--- src/rtl/mips_ctrl_pkg.sv ---
// Shared types and encodings for the multi-cycle MIPS main control FSM.
package mips_ctrl_pkg;

  typedef enum logic [3:0] {
    S_FETCH,
    S_DECODE,
    S_MEMADR,
    S_MEMRD,
    S_MEMWB,
    S_MEMWR,
    S_EXEC,
    S_ALUWB,
    S_BRANCH,
    S_IMMEX,
    S_IMMWB,
    S_JUMP,
    S_ILLEGAL,
    S_LIMMEX
  } state_t;

  localparam logic [5:0] OP_RTYPE = 6'h00;
  localparam logic [5:0] OP_LW    = 6'h23;
  localparam logic [5:0] OP_SW    = 6'h2B;
  localparam logic [5:0] OP_BEQ   = 6'h04;
  localparam logic [5:0] OP_ADDI  = 6'h08;
  localparam logic [5:0] OP_J     = 6'h02;
  localparam logic [5:0] OP_ORI   = 6'h0D;

  localparam logic [1:0] ALU_ADD   = 2'd0;
  localparam logic [1:0] ALU_SUB   = 2'd1;
  localparam logic [1:0] ALU_FUNCT = 2'd2;
  localparam logic [1:0] ALU_OR    = 2'd3;

  localparam logic [1:0] SRCB_B      = 2'd0;
  localparam logic [1:0] SRCB_FOUR   = 2'd1;
  localparam logic [1:0] SRCB_IMM    = 2'd2;
  localparam logic [1:0] SRCB_IMM_SH = 2'd3;

  localparam logic [1:0] PC_ALU    = 2'd0;
  localparam logic [1:0] PC_ALUOUT = 2'd1;
  localparam logic [1:0] PC_JUMP   = 2'd2;

endpackage

--- src/rtl/mips_mc_ctrl.sv ---
// Multi-cycle MIPS main control FSM with retired-instruction counter.
// Optional ORI support is enabled by defining MIPS_LOGIC_IMM_EN.
module mips_mc_ctrl
  import mips_ctrl_pkg::*;
#(
  parameter int CNT_W = 32
) (
  input  logic             clk,
  input  logic             rst_n,
  input  logic [5:0]       opcode,
  input  logic             mem_ready,
  output logic             pc_write,
  output logic             pc_write_cond,
  output logic             iord,
  output logic             mem_read,
  output logic             mem_write,
  output logic             ir_write,
  output logic             mem_to_reg,
  output logic             reg_dst,
  output logic             reg_write,
  output logic             alu_src_a,
  output logic [1:0]       alu_src_b,
  output logic [1:0]       alu_op,
  output logic [1:0]       pc_src,
  output logic             ext_zero,
  output logic             illegal,
  output logic [CNT_W-1:0] retired
);

  state_t state, state_next;
  logic   retire;

  always_ff @(posedge clk) begin
    if (!rst_n) begin
      state   <= S_FETCH;
      illegal <= 1'b0;
      retired <= '0;
    end else begin
      state <= state_next;
      if (state_next == S_ILLEGAL) illegal <= 1'b1;
      if (retire) retired <= retired + CNT_W'(1);
    end
  end

  always_comb begin
    state_next    = state;
    retire        = 1'b0;
    pc_write      = 1'b0;
    pc_write_cond = 1'b0;
    iord          = 1'b0;
    mem_read      = 1'b0;
    mem_write     = 1'b0;
    ir_write      = 1'b0;
    mem_to_reg    = 1'b0;
    reg_dst       = 1'b0;
    reg_write     = 1'b0;
    alu_src_a     = 1'b0;
    alu_src_b     = SRCB_B;
    alu_op        = ALU_ADD;
    pc_src        = PC_ALU;
    ext_zero      = 1'b0;

    case (state)
      S_FETCH: begin
        mem_read  = 1'b1;
        alu_src_b = SRCB_FOUR;
        pc_write  = mem_ready;
        ir_write  = mem_ready;
        if (mem_ready) state_next = S_DECODE;
      end
      S_DECODE: begin
        // Speculatively compute the branch target while the opcode is decoded.
        alu_src_b = SRCB_IMM_SH;
        case (opcode)
          OP_LW, OP_SW: state_next = S_MEMADR;
          OP_RTYPE:     state_next = S_EXEC;
          OP_BEQ:       state_next = S_BRANCH;
          OP_ADDI:      state_next = S_IMMEX;
          OP_J:         state_next = S_JUMP;
`ifdef MIPS_LOGIC_IMM_EN
          OP_ORI:       state_next = S_LIMMEX;
`endif
          default:      state_next = S_ILLEGAL;
        endcase
      end
      S_MEMADR: begin
        alu_src_a  = 1'b1;
        alu_src_b  = SRCB_IMM;
        state_next = (opcode == OP_LW) ? S_MEMRD : S_MEMWR;
      end
      S_MEMRD: begin
        mem_read = 1'b1;
        iord     = 1'b1;
        if (mem_ready) state_next = S_MEMWB;
      end
      S_MEMWB: begin
        reg_write  = 1'b1;
        mem_to_reg = 1'b1;
        retire     = 1'b1;
        state_next = S_FETCH;
      end
      S_MEMWR: begin
        mem_write = 1'b1;
        iord      = 1'b1;
        if (mem_ready) begin
          retire     = 1'b1;
          state_next = S_FETCH;
        end
      end
      S_EXEC: begin
        alu_src_a  = 1'b1;
        alu_op     = ALU_FUNCT;
        state_next = S_ALUWB;
      end
      S_ALUWB: begin
        reg_write  = 1'b1;
        reg_dst    = 1'b1;
        retire     = 1'b1;
        state_next = S_FETCH;
      end
      S_BRANCH: begin
        alu_src_a     = 1'b1;
        alu_op        = ALU_SUB;
        pc_write_cond = 1'b1;
        pc_src        = PC_ALUOUT;
        retire        = 1'b1;
        state_next    = S_FETCH;
      end
      S_IMMEX: begin
        alu_src_a  = 1'b1;
        alu_src_b  = SRCB_IMM;
        state_next = S_IMMWB;
      end
      S_IMMWB: begin
        reg_write  = 1'b1;
        retire     = 1'b1;
        state_next = S_FETCH;
      end
      S_JUMP: begin
        pc_write   = 1'b1;
        pc_src     = PC_JUMP;
        retire     = 1'b1;
        state_next = S_FETCH;
      end
`ifdef MIPS_LOGIC_IMM_EN
      S_LIMMEX: begin
        alu_src_a  = 1'b1;
        alu_src_b  = SRCB_IMM;
        alu_op     = ALU_OR;
        ext_zero   = 1'b1;
        state_next = S_IMMWB;
      end
`endif
      S_ILLEGAL: state_next = S_ILLEGAL;
      default:   state_next = S_FETCH;
    endcase

    // Hold every strobe and mux select at zero while reset is asserted.
    if (!rst_n) begin
      retire        = 1'b0;
      pc_write      = 1'b0;
      pc_write_cond = 1'b0;
      iord          = 1'b0;
      mem_read      = 1'b0;
      mem_write     = 1'b0;
      ir_write      = 1'b0;
      mem_to_reg    = 1'b0;
      reg_dst       = 1'b0;
      reg_write     = 1'b0;
      alu_src_a     = 1'b0;
      alu_src_b     = SRCB_B;
      alu_op        = ALU_ADD;
      pc_src        = PC_ALU;
      ext_zero      = 1'b0;
    end
  end

endmodule
--- config.mk ---
export PLATFORM = sky130hd
export DESIGN_NAME = mips_mc_ctrl
export DESIGN_NICKNAME = d
export VERILOG_FILES = /design/src/rtl/mips_ctrl_pkg.sv /design/src/rtl/mips_mc_ctrl.sv
export SDC_FILE = /design/constraint.sdc
export NUM_CORES = 1
export LEC_CHECK = 0
export CAP_MARGIN = 25
export CORE_AREA = 3 3 62 76
export CTS_BUF_LIST = sky130_fd_sc_hd__clkbuf_4
export DETAILED_ROUTE_END_ITERATION = 12
export DIE_AREA = 0 0 65 79
export PLACE_DENSITY = 0.9
export RECOVER_POWER = 50
export SETUP_SLACK_MARGIN = 0.1
export SLEW_MARGIN = 20
export SYNTH_ARGS = -nofsm -noshare
export SYNTH_HDL_FRONTEND = slang
export SYNTH_SLANG_ARGS = --single-unit
--- constraint.sdc ---
create_clock -name clk -period 4.15 [get_ports clk]
set_input_delay 0.83 -clock clk [delete_from_list [all_inputs] [get_ports clk]]
set_output_delay 0.83 -clock clk [all_outputs]
set_load 0.05 [all_outputs]
==> reports/qor.txt <==
RUN STATUS
-------------------------------------------------------------------------------------
Run status ............................................................. finished clean

CLOCKING
-------------------------------------------------------------------------------------
Clock tree from TritonCTS ..............................................          yes
Worst-case clock buffer depth ..........................................            2
TritonCTS Sinks ........................................................           37
Total number of H-tree levels ..........................................            2
Number of gates resized after cts ......................................            0
Cts bufs inserted ......................................................            5
CTS Hold Buffers Added .................................................            0
Clk_lat worst skew .....................................................      0.35 ns
Clock-pin slew on the worst setup and hold paths .......................      0.11 ns
Number of buffers added for setup after CTS ............................            0
Root Driver ............................................................     clkbuf_4

ROUTE
-------------------------------------------------------------------------------------
Via density ............................................................         6.01
Via Count ..............................................................         2255
Antenna-violating nets left ............................................            0
Final routed wirelength across all metal layers ........................      5650 um
Drt first pass iters ...................................................            4
Number of remaining DRC errors .........................................            0
WL/cell ................................................................      15.1 um
Count of routing violations after the opening detailed-route iteration .          237

STA
-------------------------------------------------------------------------------------
Setup ws final .........................................................     0.679 ns
Tightest hold margin ...................................................     0.475 ns
Share of the clock period used by the worst path .......................        83.6%
Slew at the pin closest to its max-slew limit ..........................     0.819 ns
Total negative setup slack .............................................         0 ns
Clock Skew .............................................................    0.0166 ns
Max-slew headroom at the worst pin .....................................        45.4%
Setup-failing EPs final ................................................            0
Final count of hold timing violations ..................................            0
Post-layout minimum cycle time .........................................      3.47 ns
Setup repair after global routing missed its margin ....................           no
Max-slew violations ....................................................            0
FMAX ...................................................................    0.288 GHz

SETUP PATH
-------------------------------------------------------------------------------------
Maximum fanout along the worst path ....................................            8
Critical path type .....................................................       in2out
Worst endpoint data arrival time .......................................      2.64 ns
Data required, critical path ...........................................      3.32 ns
Capturing element type of the critical path ............................  output port
Startpoint type of the worst setup path ................................    input pin

YOSYS
-------------------------------------------------------------------------------------
Gate count after technology mapping ....................................          273
Post-synthesis register bit count ......................................           37
Ranking of synthesized cells by area ................................... dfxtp_1 (34%), a21oi_1 (4.4%), nor2_1 (4.1%)
Total of warnings raised by yosys ......................................            0
Proportion of synthesized chip area in sequential cells ................        34.1%
Cell area after synthesis ..............................................     2170 um2
Avg Cell Area, Syn .....................................................     7.95 um2
Primary flip-flop cell chosen by synthesis mapping .....................      dfxtp_1
Net count of the mapped netlist ........................................          283
Unique masters post-synth ..............................................           47
Post-synth top area share ..............................................        34.1%
Post-synth EDFFs .......................................................            0
Dominant cell type by area after synthesis .............................      dfxtp_1
Share of synthesized flip-flops with an asynchronous set or reset ......           0%

PWR
-------------------------------------------------------------------------------------
Areal power density over the cells .....................................   289 nW/um2
Leakage ................................................................      1.03 nW
IR Drop Worst-Case VDD .................................................     0.229 mV

DIE
-------------------------------------------------------------------------------------
Horizontal extent of the die ...........................................        65 um
Initial core utilization ...............................................        54.6%
Num rows ...............................................................           25
Num ports ..............................................................           59
Core Box Area ..........................................................     3970 um2
Die H ..................................................................        79 um
Die area ...............................................................     5140 um2

CELLS AND AREA
-------------------------------------------------------------------------------------
Leading cell types in the layout, fill and taps excluded ............... dfxtp_1 (37), dlygate4sd3_1 (35), nor2_1 (24), nand2_1 (23), a21oi_1 (19)
Post-layout instance count excluding filler cells ......................          375
Number of fill cells ...................................................          323
Count of inserted antenna diode cells ..................................            0
Nets ...................................................................          330
Fraction of final layout cells sized beyond drive strength 1 ...........        7.79%
Leading cell type in the layout, fill and taps excluded ................      dfxtp_1
Total area of multi-input combinational cells ..........................     1280 um2
Growth of design area from synthesis to finish .........................        33.2%
Register area ..........................................................      741 um2

PLACED DESIGN
-------------------------------------------------------------------------------------
Detailed placer's ending HPWL ..........................................      4020 um
Worst setup slack before clock tree synthesis ..........................     0.627 ns
Placer's final routability congestion estimate .........................        0.934
Port buffer count ......................................................           57
Number of placed instances with taps included ..........................          367

GLOBAL ROUTING
-------------------------------------------------------------------------------------
First-pass GRT wire length .............................................      9500 um
Initial antenna violation count ........................................            0
Global-route total usage across every layer ............................        22.7%
Maximum number of pins on one net before global-route repair ...........           27
Met2 track utilization from global routing .............................        41.6%
Fraction of met1 tracks used by global routing .........................        25.4%
Vias in the first global route .........................................         2146
Global route hottest layer .............................................         met2
Global-route track usage on met3 .......................................        4.67%
Total congestion overflow after global routing .........................            0

MIN PATH
-------------------------------------------------------------------------------------
Hold crit path type ....................................................      reg2reg

FLOW RUN
-------------------------------------------------------------------------------------
Max cap viols ..........................................................            0

## layer usage
layer | vias up | wire length (um) | part of all wire [%]
met5 | - | 0 | 0
met4 | 0 | 76 | 1.3
met3 | 9 | 326 | 5.8
met2 | 92 | 2980 | 53
met1 | 1052 | 2260 | 40
li1 | 1102 | - | -
## final timing paths
kind,from,end,slack (ns),cells past startpoint
hold reg to reg,retired[31],retired[31],0.47,2
hold / removal,retired[31],retired[31],0.47,2
setup / recovery,mem_ready,ir_write,0.68,3
setup reg to reg,state[0],retired[29],1.18,5
## cells by family after synthesis
family	synth area share, %
AND/OR/NAND/NOR	33.1
AO/OA/AOI/OAI	19.2
flip-flops	34.1
buffers and inverters	6.74
multiplexers	3.69
XOR/XNOR	2.42
adder cells (fa/ha/maj)	0.576
other	0.173
## sequential cells by signal, indices dropped and copies added (netlist names)
register and cells:
retired 32, state 4, illegal 1
## worst max-delay path: stages
cell	delay (ns)
dlygate4sd3_1	0.69
and4_1	0.29
clkdlybuf4s50_1	0.83
## through the flow
stage	utilization (%)	instance area, um2	power [W]
after CTS	72.9	2900	0.000840
after global placement	70.2	2790	0.000520
after global routing	72.8	2890	0.000861
after detailed placement	70.2	2790	0.000521
final	72.8	2890	0.000835
after floorplan	-	2170	0.000473
## cells in the mapped netlist, types with 2 or more instances
master     n
buf_2      3
nand2b_1   8
inv_1     11
xor2_1     2
xnor2_1    4
nor3_1     7
nor4_2     4
nor2_1    24
and3_1     4
nand4_1    6
clkbuf_1  14
or3_1      5
buf_4      2
nor4bb_1   2
nor2b_1    7
a21oi_1   19
buf_6      2
mux2i_1    8
nor3b_1    5
nand3_1   10
o31ai_1    9
nor4_1     3
nand2_1   23
nor4b_1    2
o311ai_0   6
dfxtp_1   37
or4_1     10
o21ai_0   12
o41ai_1    6
## report_power, final
part	leakage (nW)	switching (W)	internal, W
logic	0.678	0.0000836	0.0000549
registers	0.298	0.0000151	0.000360
clock network	0.0558	0.000132	0.000190
total	1.03	0.000231	0.000604
## area by class of cell
type	instances	area share [%]
repair buffers	61	22.5
clock inverters	3	2.38
multi-input cells	204	44.4
inverters	11	1.43
well taps	54	2.34
clock buffers	5	1.30
flip-flops and latches	37	25.6
Note: power is estimated with default switching activity, not from simulation.
